<file path="src/rtl/tick_prescaler_pkg.sv">
// Shared types and helpers for the tick prescaler.
// Latency: n/a (package only).
// Backpressure: n/a (package only).
package tick_prescaler_pkg;

  // Prescaler control states: RUN counts, HOLD freezes, DONE parks after a one-shot tick.
  typedef enum logic [1:0] {
    IDLE = 2'd0,
    RUN  = 2'd1,
    HOLD = 2'd2,
    DONE = 2'd3
  } state_t;

  // Smallest divisor that still yields a one-cycle tick separated by idle cycles.
  localparam int MIN_DIV = 2;

  // Raise a requested divisor to the legal floor.
  function automatic int unsigned clamp_div(input int unsigned value, input int unsigned floor_div);
    return (value < floor_div) ? floor_div : value;
  endfunction

endpackage

</file>
<file path="src/rtl/tick_prescaler_div_shadow.sv">
// Divisor shadow: accepts divisor loads, clamps them, holds them until a period boundary.
// Latency: load lands in active_div next edge when direct, else on the edge of the next apply strobe.
// Backpressure: div_ready drops while a pending divisor waits; it rises again after apply.
//
// Ports:
//   clk, rst_n  clock, async active-low reset
//   direct      prescaler idle/done: accepted loads bypass the shadow
//   apply       terminal-count strobe from the counter; promotes the pending divisor
//   div_valid   load request; div_value the requested divisor
//   div_ready   can accept (no divisor pending)
//   active_div  divisor currently used by the counter
module tick_prescaler_div_shadow #(
  parameter int WIDTH       = 9,
  parameter int DEFAULT_DIV = 300,
  parameter int MIN_DIV     = tick_prescaler_pkg::MIN_DIV
) (
  input  logic             clk,
  input  logic             rst_n,
  input  logic             direct,
  input  logic             apply,
  input  logic             div_valid,
  input  logic [WIDTH-1:0] div_value,
  output logic             div_ready,
  output logic [WIDTH-1:0] active_div
);
  import tick_prescaler_pkg::*;

  logic             pending;
  logic [WIDTH-1:0] pending_div;
  logic [WIDTH-1:0] clamped;
  logic             accept;

  assign clamped   = WIDTH'(clamp_div(32'(div_value), 32'(MIN_DIV)));
  assign div_ready = !pending;
  assign accept    = div_valid && div_ready;

  // An accept can only happen with nothing pending, so an apply and a new
  // pending value never fight: the old value is promoted, the new one waits.
  always_ff @(posedge clk or negedge rst_n) begin
    if (!rst_n) begin
      pending     <= 1'b0;
      pending_div <= '0;
      active_div  <= WIDTH'(DEFAULT_DIV);
    end else begin
      if (apply && pending) begin
        active_div <= pending_div;
        pending    <= 1'b0;
      end
      if (accept) begin
        if (direct) begin
          active_div <= clamped;
        end else begin
          pending_div <= clamped;
          pending     <= 1'b1;
        end
      end
    end
  end

endmodule

</file>
<file path="src/rtl/tick_prescaler.sv">
// Programmable clock-enable generator: one-cycle tick every active_div enabled cycles.
// Latency: first tick registered on the active_div-th edge with en high; tick is a flop output.
// Backpressure: en low freezes the count; divisor port stalls (div_ready=0) while a load is pending.
//
// Ports:
//   clk, rst_n  clock, async active-low reset
//   en          count enable; oneshot selects one-shot mode, sampled on IDLE->RUN
//   div_valid / div_value / div_ready   divisor reload handshake
//   tick        one-cycle enable pulse; busy = RUN or HOLD; count = current counter value
module tick_prescaler #(
  parameter int WIDTH       = 9,
  parameter int DEFAULT_DIV = 300,
  parameter int MIN_DIV     = tick_prescaler_pkg::MIN_DIV
) (
  input  logic             clk,
  input  logic             rst_n,
  input  logic             en,
  input  logic             oneshot,
  input  logic             div_valid,
  input  logic [WIDTH-1:0] div_value,
  output logic             div_ready,
  output logic             tick,
  output logic             busy,
  output logic [WIDTH-1:0] count
);
  import tick_prescaler_pkg::*;

  state_t           state;
  state_t           state_nxt;
  logic             mode_r;
  logic [WIDTH-1:0] active_div;
  logic             advance;
  logic             terminal;
  logic             wrap;
  logic             direct;

  // Every enabled edge counts, including the one leaving IDLE or HOLD, so the
  // tick lands exactly active_div enabled edges after start. count is 0 in
  // IDLE and DONE, and active_div >= 2, so the IDLE edge never wraps.
  assign advance  = en && (state != DONE);
  assign terminal = (count == active_div - WIDTH'(1));
  assign wrap     = advance && terminal;
  assign direct   = (state == IDLE) || (state == DONE);
  assign busy     = (state == RUN) || (state == HOLD);

  tick_prescaler_div_shadow #(
    .WIDTH       (WIDTH),
    .DEFAULT_DIV (DEFAULT_DIV),
    .MIN_DIV     (MIN_DIV)
  ) u_div_shadow (
    .clk        (clk),
    .rst_n      (rst_n),
    .direct     (direct),
    .apply      (wrap),
    .div_valid  (div_valid),
    .div_value  (div_value),
    .div_ready  (div_ready),
    .active_div (active_div)
  );

  always_ff @(posedge clk or negedge rst_n) begin
    if (!rst_n) begin
      state <= IDLE;
    end else begin
      state <= state_nxt;
    end
  end

  always_comb begin
    state_nxt = state;
    case (state)
      IDLE: if (en) state_nxt = RUN;
      RUN: begin
        if (!en)                    state_nxt = HOLD;
        else if (terminal && mode_r) state_nxt = DONE;
      end
      // Resuming edge also counts, so it may itself be the one-shot tick.
      HOLD: if (en) state_nxt = (terminal && mode_r) ? DONE : RUN;
      DONE: if (!en) state_nxt = IDLE;
      default: state_nxt = IDLE;
    endcase
  end

  always_ff @(posedge clk or negedge rst_n) begin
    if (!rst_n) begin
      count  <= '0;
      tick   <= 1'b0;
      mode_r <= 1'b0;
    end else begin
      tick <= wrap;
      if (wrap) begin
        count <= '0;
      end else if (advance) begin
        count <= count + WIDTH'(1);
      end
      if ((state == IDLE) && en) begin
        mode_r <= oneshot;
      end
    end
  end

endmodule
</file>
<file path="config.mk">
export PLATFORM = sky130hd
export DESIGN_NAME = tick_prescaler
export DESIGN_NICKNAME = d
export VERILOG_FILES = /design/src/rtl/tick_prescaler_pkg.sv /design/src/rtl/tick_prescaler_div_shadow.sv /design/src/rtl/tick_prescaler.sv
export SDC_FILE = /design/constraint.sdc
export NUM_CORES = 1
export LEC_CHECK = 0
export ABC_AREA = 1
export BUFFER_PORTS_ARGS = -buffer_cell sky130_fd_sc_hd__buf_2
export CAP_MARGIN = 5
export CORE_AREA = 3 3 67 69
export CTS_BUF_LIST = sky130_fd_sc_hd__clkbuf_16
export CTS_CLUSTER_SIZE = 16
export DETAILED_ROUTE_END_ITERATION = 8
export DIE_AREA = 0 0 70 72
export HOLD_SLACK_MARGIN = 0.15
export PLACE_DENSITY = 0.72
export SLEW_MARGIN = 5
export SYNTH_ARGS = -nofsm -noshare
export SYNTH_HDL_FRONTEND = slang
export SYNTH_SLANG_ARGS = --single-unit
</file>
<file path="constraint.sdc">
create_clock -name clk -period 1.9 [get_ports clk]
set_clock_uncertainty 0.05 [all_clocks]
set_input_delay 0.38 -clock clk [delete_from_list [all_inputs] [get_ports clk]]
set_output_delay 0.38 -clock clk [all_outputs]
set_load 0.05 [all_outputs]
</file>
# After elaboration in Yosys (flattened, before gate mapping)
# Cells that the tools add are included.
dict set report word_totals {
  inputBits 14
  out_inout_bits 12
  ff_bits 32
  elab_cells 49
}
dict set report op_classes {
  add_sub_neg 2
  n_mux 16
  n_reduce_logical 13
  n_eq_ne 9
  bitwise_logic 1
  magnitude_cmp 1
}
# op n
set op_table {}
lappend op_table {{$mux 9} 6}
lappend op_table {{$mux 2} 6}
lappend op_table {{$add 9x1->9 const B} 1}
lappend op_table {{$eq 9x9->1} 1}
lappend op_table {{$lt 9x2->1 const B} 1}
lappend op_table {{$sub 9x1->9 const B} 1}
lappend op_table {{$ne 2x2->1 const B} 4}
lappend op_table {{$pmux 2 s4} 1}
lappend op_table {{$logic_and 1x1->1} 6}
lappend op_table {{$eq 2x2->1 const B} 2}
lappend op_table {{$reduce_and 4->1} 1}
lappend op_table {{$mux 1} 3}
lappend op_table {{$ne 3x2->1 const B} 1}
lappend op_table {{$eq 2x1->1 const B} 1}
lappend op_table {{$logic_not 2->1} 1}
lappend op_table {{$logic_or 1x1->1} 2}
lappend op_table {{$reduce_and 2->1} 1}
lappend op_table {{$reduce_bool 2->1} 1}
lappend op_table {{$logic_not 1->1} 1}
lappend op_table {{$not 1->1} 1}

# Longest topological paths before layout
# Gate-level depths: netlist of the first run.
dict set report depth {
  ltp_word 7
  depth_mapped 17
  depth_no_buf 17
}

# By module
# Synthesis of the first run repeated with hierarchy kept, for this count alone.
dict set report hier_totals {
  cells_unflattened 267
  hier_area_um2 2122.0
}
# module n_inst cells_per_inst seq_area_each_um2 area_per_inst_um2
set modules_own_cells {}
lappend modules_own_cells {tick_prescaler 1 160 325.3 1138.6}
lappend modules_own_cells {tick_prescaler_div_shadow 1 107 480.5 983.4}

# Worst setup path after synthesis of the first run
# No wires, ideal clock.
dict set report synth_timing {
  path_type {reg-to-reg}
  start {register state[1]}
  end {register u_div_shadow.active_div[2]}
  required_ns 1.778
  setup_slack_ns -0.061
  setup_ns 0.072
  synth_period_minus_slack_ns 1.961
  path_stages_with_launch 8
  arrival_ns 1.838
  path_buffers 1
  path_cell_list {dfrtp_1 -> inv_1 -> ha_1 -> nor2_1 -> inv_1 -> clkbuf_1 -> nand3_1 -> o21ai_1}
}
dict set report synth_via {
  elab_chain_cells 7
  elab_cells_between_ends 10
  cone_classes {eq/ne (2); mux (3); reduce/logical (5)}
}
# item line_no
set synth_rtl {}
lappend synth_rtl {{from (decl)} tick_prescaler.sv:28} ;# state_t state;
lappend synth_rtl {{from (signal assigned)} tick_prescaler.sv:65} ;# state <= state_nxt;
lappend synth_rtl {{$ne 2x2->1} tick_prescaler.sv:40} ;# assign advance = en && (state != DONE);
lappend synth_rtl {{$logic_and 1x1->1} tick_prescaler.sv:40}
lappend synth_rtl {{$logic_and 1x1->1} tick_prescaler.sv:42} ;# assign wrap = advance && terminal;
lappend synth_rtl {{$logic_and 1x1->1} tick_prescaler_div_shadow.sv:45} ;# if (apply && pending) begin
lappend synth_rtl {{$mux 9} tick_prescaler_div_shadow.sv:45}
lappend synth_rtl {{$mux 9} tick_prescaler_div_shadow.sv:50} ;# if (direct) begin
lappend synth_rtl {{$mux 9 *} tick_prescaler_div_shadow.sv:49} ;# if (accept) begin
lappend synth_rtl {{to (signal assigned)} tick_prescaler_div_shadow.sv:43} ;# active_div <= WIDTH'(DEFAULT_DIV);
lappend synth_rtl {{to (signal assigned)} tick_prescaler_div_shadow.sv:46} ;# active_div <= pending_div;
lappend synth_rtl {{to (signal assigned)} tick_prescaler_div_shadow.sv:51} ;# active_div <= clamped;
lappend synth_rtl {{to (decl)} tick_prescaler_div_shadow.sv:24} ;# output logic [WIDTH-1:0] active_div
# Mark *: on every way between the ends. The rest lies on a longest branch, timed or not.
# A chain may end at the register's enable or synchronous reset.

# Worst setup path in the final report of the first run
dict set report layout_timing {
  start {register u_div_shadow.active_div[1]}
  end {register state[1]}
}
dict set report layout_via {
  elab_chain_cells 6
  elab_cells_between_ends 8
  cone_classes {add/sub (1); eq/ne (2); mux (3); reduce/logical (2)}
}
# item line_no
set layout_rtl {}
lappend layout_rtl {{$sub 9x1->9 *} tick_prescaler.sv:41} ;# assign terminal = (count == active_div - WIDTH'(1));
lappend layout_rtl {{$eq 9x9->1 *} tick_prescaler.sv:41}
lappend layout_rtl {{$logic_and 1x1->1 *} {tick_prescaler.sv:75, tick_prescaler.sv:78}}
lappend layout_rtl {{$mux 2 (2 in a row)} tick_prescaler.sv:78} ;# HOLD: if (en) state_nxt = (terminal && mode_r) ? DONE : RUN;
lappend layout_rtl {{$pmux 2 s4} tick_prescaler.sv:71} ;# case (state)
# Mark *: on every way between the ends. The rest lies on a longest branch, timed or not. The select of a mux whose other input is x is not followed.

==> results of run 1 <==
## where the power goes
part / leakage (uW) / total, uW / switching [uW] / internal [uW]
Sequential: 0.000400 / 989 / 155 / 834
Clock: 0.0000798 / 921 / 305 / 615
Combinational: 0.000893 / 1480 / 984 / 496
Total: 0.00137 / 3390 / 1440 / 1950
## layer usage
| layer | vias to the layer above | global-route usage [%] | share of wire (%) |
|---|---|---|---|
| met5 | - | 0 | 0 |
| met4 | 0 | 9.15 | 2.2 |
| met3 | 8 | 4.71 | 4.3 |
| met2 | 36 | 32.2 | 47 |
| met1 | 819 | 24.2 | 47 |
| li1 | 950 | - | - |
## layout by cell type, fill, tap and decap left out, drive strengths merged
cell,instances
a21oi,5
a31oi,1
buf,45
bufinv,1
clkbuf,5
clkinv,1
clkinvlp,1
dfrtp,28
dfstp,4
dlygate4sd3,1
ha,7
inv,53
mux2,1
nand2,80
nand3,20
nand3b,6
nand4,12
nor2,14
nor3,3
nor4,3
o21ai,21
xnor2,1
xor2,6
## sequential cells by signal, summed over array words and instances (netlist names)
| signal | count |
|---|---|
| state | 2 |
| u_div_shadow.active_div | 9 |
| tick | 1 |
| u_div_shadow.pending_div | 9 |
| mode_r | 1 |
| u_div_shadow.pending | 1 |
| count | 9 |
## repair_timing
action | CTS | global route
pin swaps | 17 | 5
setup endpoints to repair | 22 | 23
endpoints found under the hold margin | 28 | 0
setup buffers | 1 | 1
gates resized for setup | 23 | 12
hold buffers | 1 | 0
## cell families (layout without fill, tap and decap cells)
logic type	count (synthesis)	after routing
mux	1	1
fa+ha+maj	7	7
xor+xnor	7	7
compound gates	27	27
simple gates	138	138
flops	32	32
buf+inv	58	107
## layout make-up
class                   count  area share [%]
repair buffers             46            11.8
clock inverters             3            1.65
well taps                  50            2.43
multi-input cells         180            40.0
clock buffers               5            4.87
flip-flops and latches     32            31.4
inverters                  53            7.83
## worst max-delay path: stages (launching register included)
cell and delay [ns]:
dfrtp_1 0.39, inv_2 0.08, buf_4 0.10, buf_4 0.10, nand2_2 0.05, nor2_4 0.12, nand2_2 0.08, o21ai_0 0.14
nand3b_1 0.17, nor2_4 0.23, buf_6 0.13, nand2_4 0.04, nand2_4 0.06, nand2_4 0.05, nand2_2 0.08, nand2_1 0.05
## per-stage QoR
step           power, uW  setup slack, ns  std cells  utilization (%)
3_3_place_gp        2340           -0.128        358             57.1
6_report            3390           -0.155        369             64.7
2_1_floorplan       1980           0.0151        270                -
5_1_grt             3630           -0.322        369             64.7
3_5_place_dp        2380           -0.172        358             57.1
4_1_cts             3360           -0.112        368             63.7
## how the worst max path moves through the flow
stage	cells past startpoint	to	slack, ns
floorplan	15	u_div_shadow.active_div[4]$_DFF_PN0_	0.02
global placement	15	u_div_shadow.active_div[6]$_DFF_PN0_	-0.13
global route	12	u_div_shadow.active_div[0]$_DFF_PN0_	-0.32
detailed placement	15	u_div_shadow.active_div[4]$_DFF_PN0_	-0.17
finish	15	state[1]$_DFFE_PN0P_	-0.16
CTS	14	u_div_shadow.active_div[2]$_DFF_PN1_	-0.11
==> out/metrics.cfg, run 1 <==
[clocking]
numCtsBuffers=5
cts-root-buf=clkbuf_16
cts.sinks=32
clock_latency_ns=0.28
ctsHtreeMaxLevel=2
cts_tree=yes
path_clk_slew_ns=0.06
cts_buffer_depth=2

[synthesis]
synth_top_area_cell=dfrtp_1
synthXorXnorAreaFrac_pct=3.11
ys_top_cells_by_count=nand2_1, inv_1, dfrtp_1, nand3_1, o21ai_0
synthArstFlopShare_pct=100
synth_seq_area_share_pct=40.9
yosys-mux-area-fraction_pct=0.572
synth_compound_area_share_pct=6.93
ys_types=27
synth-adder-area-share_pct=4.45
yosys-top-cells-area=dfrtp_1, nand2_1, inv_1, dfstp_2, nand3_1
netlist_area_sq_um=1970
yosys_most_used_dff=dfrtp_1
synth-simple-area-share_pct=32.5
synth_fp_nets=291
synth_edf_count=0
yosysMostFrequentCell=nand2_1
syn_avg_cell_area_sq_um=7.29
synth_top_cell_area_share_pct=35.6
yosys_warnings=0
ys_seq_elements=32
synth_cells=270
synth_top_family_by_area=simple AND/OR/NAND/NOR gates

[detailed_routing]
wl_per_cell_um=11.8
wirelength_mm=4.35
routed-via-count=1813
antenna_left=0
drt_iter0_drc=79
drc=0
routed_via_density=4.91
first_pass_iters=4

[cells_and_area]
n_antenna_cell=0
n_fill_cell=347
drive_gt1_share_pct=28.8
nNetsFinal=339
design_area_sq_um=2570
multiInputGateArea_sq_um=1030
regArea_sq_um=807
area_growth_pct=30.6

[sta]
slew_headroom_pct=72.0
tns_ns=-2.01
rsz0062_at_grt=yes
setup_ws_ns=-0.155
setup_viol=19
period_needed_ns=2.06
final_hold_viol_count=0
finalCritPeriodShare_pct=108
drv_slew=0
tightest_slew_ns=0.415
max_freq_mhz=487
hold_ws_ns=0.289

[floorplan]
start_util_pct=49.6
row_count=23
die_y_um=72
dieArea_sq_um=5040
die_w_um=70
fp.coreArea_sq_um=3970
io_pins=26

[critical_path]
cp-start-kind=flop
path_max_fanout=4
critPathLaunch=u_div_shadow.active_div[1]$_DFF_PN0_
r2r-start=u_div_shadow.active_div[1]$_DFF_PN0_
crit_arrival_ns=2.17
r2r_end=state[1]$_DFFE_PN0P_
crit_required_ns=2.02
cp-end-kind=flop
r2r_slack_ns=-0.16
r2r_cells=15
critical_path_class=flop to flop

[worst_hold_path]
min-delay-start=div_value[8]
min_to=u_div_shadow.active_div[8]$_DFF_PN1_
hold_path.class=primary input to flop
hold_path_depth=3

[placed_design]
placed_area_sq_um=2270
port_buffers=25
gp_congestion=0.857
hpwl_mm=3.20

[global_route]
grt.total_usage_pct=19.5
antenna_found_initial=0
overflow=0
grt_pass1_vias=1780
grt_pass1_wl_mm=7.80
grt_max_degree=33

[status]
status=finished with violations
violations=negative setup slack

[pwr]
p_leak_uw=0.00137
irDropWorstVdd_uv=664
pwr_density_cell_nw_per_um2=1320

[job]
maxCapViolCount=0

Note: power is estimated with default switching activity, not from simulation.
==> run 2: changes to the inputs <==
Settings changed: PLACE_DENSITY 0.72 to 0.69, SLEW_MARGIN 5 to 20.
Clock period 1.9 ns to 2.6 ns, I/O delays scaled along.
==> out/metrics.cfg, run 2 (synthesized netlist as in run 1, its figures left out) <==
[global_route]
grt_pass1_vias=1676
grt_pass1_wl_mm=7.31
antenna_found_initial=0
grt-busiest-layer=met2
use_met2_pct=30.7
grt.total_usage_pct=18.1
grt_use_met3_pct=4.29
use_met1_pct=22.4
overflow=0
grt_max_degree=33

[critical_path]
cp-end-kind=flop
path_buf_inv=3
cp_common_cell=nand2_1
worstPathCellList=inv_1, ha_1, inv_1, nand2_1, nand2_1, nand2_1, nand2_1, nand2_1, nor2_1, nand4_1, nor2_4, nand3_2, nand2_1, nand3_1, nand2_1, inv_1
path_max_fanout=9
cpPeakStageDelay_ns=0.41
cp_slowest_cell=dfrtp_1
crit_required_ns=2.72
cp-start-kind=flop
crit_arrival_ns=2.30
path_delay_family=simple AND/OR/NAND/NOR gates
critical_path_class=flop to flop

[pwr]
irDropWorstVdd_uv=379
pwr_density_cell_nw_per_um2=948
p_leak_uw=0.00127

[clocking]
cts-root-buf=clkbuf_16
numCtsBuffers=5
cts_hold_buf=0
path_clk_slew_ns=0.05
post_cts_buffers=0
clock_latency_ns=0.27
ctsHtreeMaxLevel=2
cts_tree=yes
cts.sinks=32
cts_resized=0
cts_buffer_depth=2

[floorplan]
fp.coreArea_sq_um=3970
start_util_pct=49.6
io_pins=26
dieArea_sq_um=5040
row_count=23
die_w_um=70
die_y_um=72

[cells_and_area]
final_cell_mix=nand2_1, inv_1, dfrtp_1
area_growth_pct=16.6
drive_gt1_share_pct=16.6
biggestRegsByFlops=count (9), u_div_shadow.active_div (9), u_div_shadow.pending_div (9)
nNetsFinal=322
n_antenna_cell=0
utilization_pct=57.8
layout_commonest_cell=nand2_1

[detailed_routing]
antenna_left=0
routed-via-count=1771
drc=0
wirelength_mm=4.01
wl_per_cell_um=11.4
first_pass_iters=4
drt_iter0_drc=81
routed_via_density=5.03

[sta]
hold_ws_ns=0.244
finalCritPeriodShare_pct=83.7
final_hold_viol_count=0
period_needed_ns=2.18
drv_slew=0
setup_viol=0
slew_headroom_pct=52.7
rsz0062_at_grt=no
max_freq_mhz=459
tightest_slew_ns=0.709
tns_ns=0

[placed_design]
hpwl_mm=3.05
gp_congestion=0.851
port_buffers=25

[status]
status=finished clean

[job]
maxCapViolCount=0

[worst_hold_path]
hold_path.class=primary input to async pin

## run 2: worst paths after layout
path | endpoint | cells past startpoint | start | slack (ns)
max in group asynchronous | state[1]$_DFFE_PN0P_ | 1 | rst_n | 1.79
min reg2reg | u_div_shadow.pending_div[2]$_DFFE_PN0P_ | 2 | u_div_shadow.pending_div[2]$_DFFE_PN0P_ | 0.44
min in group clk | u_div_shadow.active_div[3]$_DFF_PN1_ | 3 | div_value[3] | 0.43
min | count[0]$_DFFE_PN0P_ | 1 | rst_n | 0.24
max | u_div_shadow.active_div[4]$_DFF_PN0_ | 16 | u_div_shadow.active_div[0]$_DFF_PN0_ | 0.42
max reg2reg | u_div_shadow.active_div[4]$_DFF_PN0_ | 16 | u_div_shadow.active_div[0]$_DFF_PN0_ | 0.42
## run 2: where the power goes
part	leakage, uW	switching [uW]	total, uW	internal, uW
logic	0.000797	637	902	265
registers	0.000401	133	742	609
clock network	0.0000762	190	534	344
total	0.00127	960	2180	1220
## run 2: stage by stage
stage | std cells | setup WS (ns) | power [uW] | instance area (sq um)
after global placement | 344 | 0.474 | 1640 | 2160
after CTS | 352 | 0.421 | 2200 | 2300
after detailed placement | 344 | 0.430 | 1650 | 2160
final | 352 | 0.424 | 2180 | 2300
after global routing | 352 | 0.187 | 2350 | 2300
after floorplan | 270 | 0.639 | 1440 | 1970
## run 2: final cells by class
type                    count  area (sq um)
repair buffers             29           155
clock buffers               5           125
clock inverters             3          12.5
flip-flops and latches     32           806
multi-input cells         180           937
inverters                  53           199
well taps                  50          62.6
fillers                   395          1670
## run 2: worst reg2reg max path: cells and delay by family, from the launching register on
| family | cells | cell delay, ns |
|---|---|---|
| and+or+nand+nor | 12 | 1.17 |
| buffers and inverters | 3 | 0.19 |
| adders and majority gates | 1 | 0.27 |
| DFF | 1 | 0.41 |
## run 2: routing by layer
layer | wire length (um) | up-vias | share of wire [%]
met3 | 227 | 7 | 5.7
met2 | 1830 | 42 | 46
met1 | 1890 | 806 | 47
met5 | 0 | - | 0
li1 | - | 916 | -
met4 | 69 | 0 | 1.7
==> run 3: changes to the inputs <==
Clock period 2.6 ns to 2.05 ns, I/O delays scaled along.
==> out/metrics.cfg, run 3 (synthesized netlist as in run 1, its figures left out) <==
[sta]
max_freq_mhz=467
setup_viol=19
tightest_slew_ns=0.695
finalCritPeriodShare_pct=105
rsz0062_at_grt=yes
slew_headroom_pct=53.7
final_hold_viol_count=0
setup_ws_ns=-0.0933
period_needed_ns=2.14
drv_slew=0

[detailed_routing]
drc=0
antenna_left=0
routed-via-count=1802
wl_per_cell_um=12.2
wirelength_mm=4.41
routed_via_density=4.99
drt_iter0_drc=122
first_pass_iters=4

[cells_and_area]
area_growth_pct=23.1
regArea_sq_um=806
utilization_pct=61.1
layout_commonest_cell=nand2_1
drive_gt1_share_pct=24.1
biggestRegsByFlops=count (9), u_div_shadow.active_div (9), u_div_shadow.pending_div (9)
fin_cells=361
nNetsFinal=331
final_cell_mix=nand2_1, inv_1, dfrtp_1
multiInputGateArea_sq_um=998
n_fill_cell=390
n_antenna_cell=0
design_area_sq_um=2420

[critical_path]
r2r-start=u_div_shadow.active_div[0]$_DFF_PN0_
crit_arrival_ns=2.26
critPathLaunch=u_div_shadow.active_div[0]$_DFF_PN0_
path_max_fanout=6
cp-start-kind=flop
r2r_cells=16
crit_path_end=state[1]$_DFFE_PN0P_
critical_path_class=flop to flop
r2r_slack_ns=-0.09
r2r_end=state[1]$_DFFE_PN0P_
cp-end-kind=flop
crit_required_ns=2.17

[status]
status=finished with violations
violations=negative setup slack

[pwr]
p_leak_uw=0.00132
pwr_density_cell_nw_per_um2=1170
irDropWorstVdd_uv=435
power_uw=2840

[global_route]
overflow=0
grt_pass1_vias=1736
grt_pass1_wl_mm=7.69
antenna_found_initial=0
grt_max_degree=33
grt.total_usage_pct=19.1

[floorplan]
die_y_um=72
dieArea_sq_um=5040
die_w_um=70
start_util_pct=49.6
io_pins=26
row_count=23
fp.coreArea_sq_um=3970

[clocking]
ctsHtreeMaxLevel=2
clock_latency_ns=0.28
path_clk_slew_ns=0.05
cts-root-buf=clkbuf_16
numCtsBuffers=5
cts_buffer_depth=2
cts.sinks=32
cts_tree=yes

[placed_design]
placed_area_sq_um=2180
port_buffers=25
hpwl_mm=3.11
placedCellCount=347
gp_congestion=0.832

[worst_hold_path]
hold_path.class=primary input to async pin

[job]
maxCapViolCount=0

## run 3: cell types whose count changed in the layout (fill, tap and decap cells not counted), moves of 2 or more
| cell | change |
|---|---|
| inv_2 | +4 |
| inv_1 | -6 |
| nand2_2 | +7 |
| buf_6 | +2 |
| buf_4 | +5 |
| nand2_1 | -8 |
## run 3: worst min path at each step
stage,start,to,cells after the start
final,rst_n,state[0]$_DFFE_PN0P_,1
after global routing,rst_n,mode_r$_DFFE_PN0P_,1
after CTS,rst_n,u_div_shadow.pending_div[5]$_DFFE_PN0P_,1
after detailed placement,u_div_shadow.pending_div[7]$_DFFE_PN0P_,u_div_shadow.pending_div[7]$_DFFE_PN0P_,2
after global placement,u_div_shadow.pending_div[2]$_DFFE_PN0P_,u_div_shadow.pending_div[2]$_DFFE_PN0P_,2
after floorplan,rst_n,count[0]$_DFFE_PN0P_,0
## run 3: cell type report
cell class,count,area share [%]
clock inverters,3,0.568
clock buffers,5,5.16
multi-input cells,181,41.2
well taps,50,2.58
inverters,53,8.20
repair buffers,37,9.08
flip-flops and latches,32,33.2
## run 3: what timing repair did
item | CTS | global route
resized for setup | 14 | 6
setup buffers | 2 | 2
pin swaps | 10 | 9
hold buffers | 0 | 0
cloned | 0 | 2
endpoints found under the setup margin | 19 | 22
## run 3: layer usage
layer	part of all wire, %	up-vias	track usage, %
met4	2.7	0	9.36
met5	0	-	0
met3	4.1	12	3.32
li1	-	934	-
met2	49	38	32.1
met1	45	818	23.9
## run 3: report_power, final
group | leakage (uW) | total [uW] | internal [uW] | switching [uW]
clock | 0.0000710 | 701 | 440 | 261
sequential | 0.000401 | 945 | 772 | 174
combinational | 0.000850 | 1200 | 349 | 849
total | 0.00132 | 2840 | 1560 | 1280
## run 3: metrics by stage
| step | hold slack [ns] | setup WS [ns] | TNS (ns) |
|---|---|---|---|
| CTS | 0.164 | -0.0179 | -0.0611 |
| global placement | 0.416 | 0.0545 | 0 |
| finish | 0.129 | -0.0933 | -1.08 |
| detailed placement | 0.425 | -0.0185 | -0.0704 |
| floorplan | 0.0644 | 0.0892 | 0 |
| global route | 0.200 | -0.236 | -4.11 |
## run 3: worst max-delay path: stages (launching register included)
cell and delay, ns:
dfrtp_1 0.39, inv_2 0.09, ha_4 0.17, inv_2 0.04, nand2_2 0.06, nand3_1 0.07, nand2_1 0.08, nand2_1 0.06
nor2_2 0.12, nand4_1 0.21, nor2_4 0.27, buf_6 0.14, nand2_2 0.04, nand2_2 0.06, nand2_2 0.06, nand2_1 0.07
nand2_1 0.04
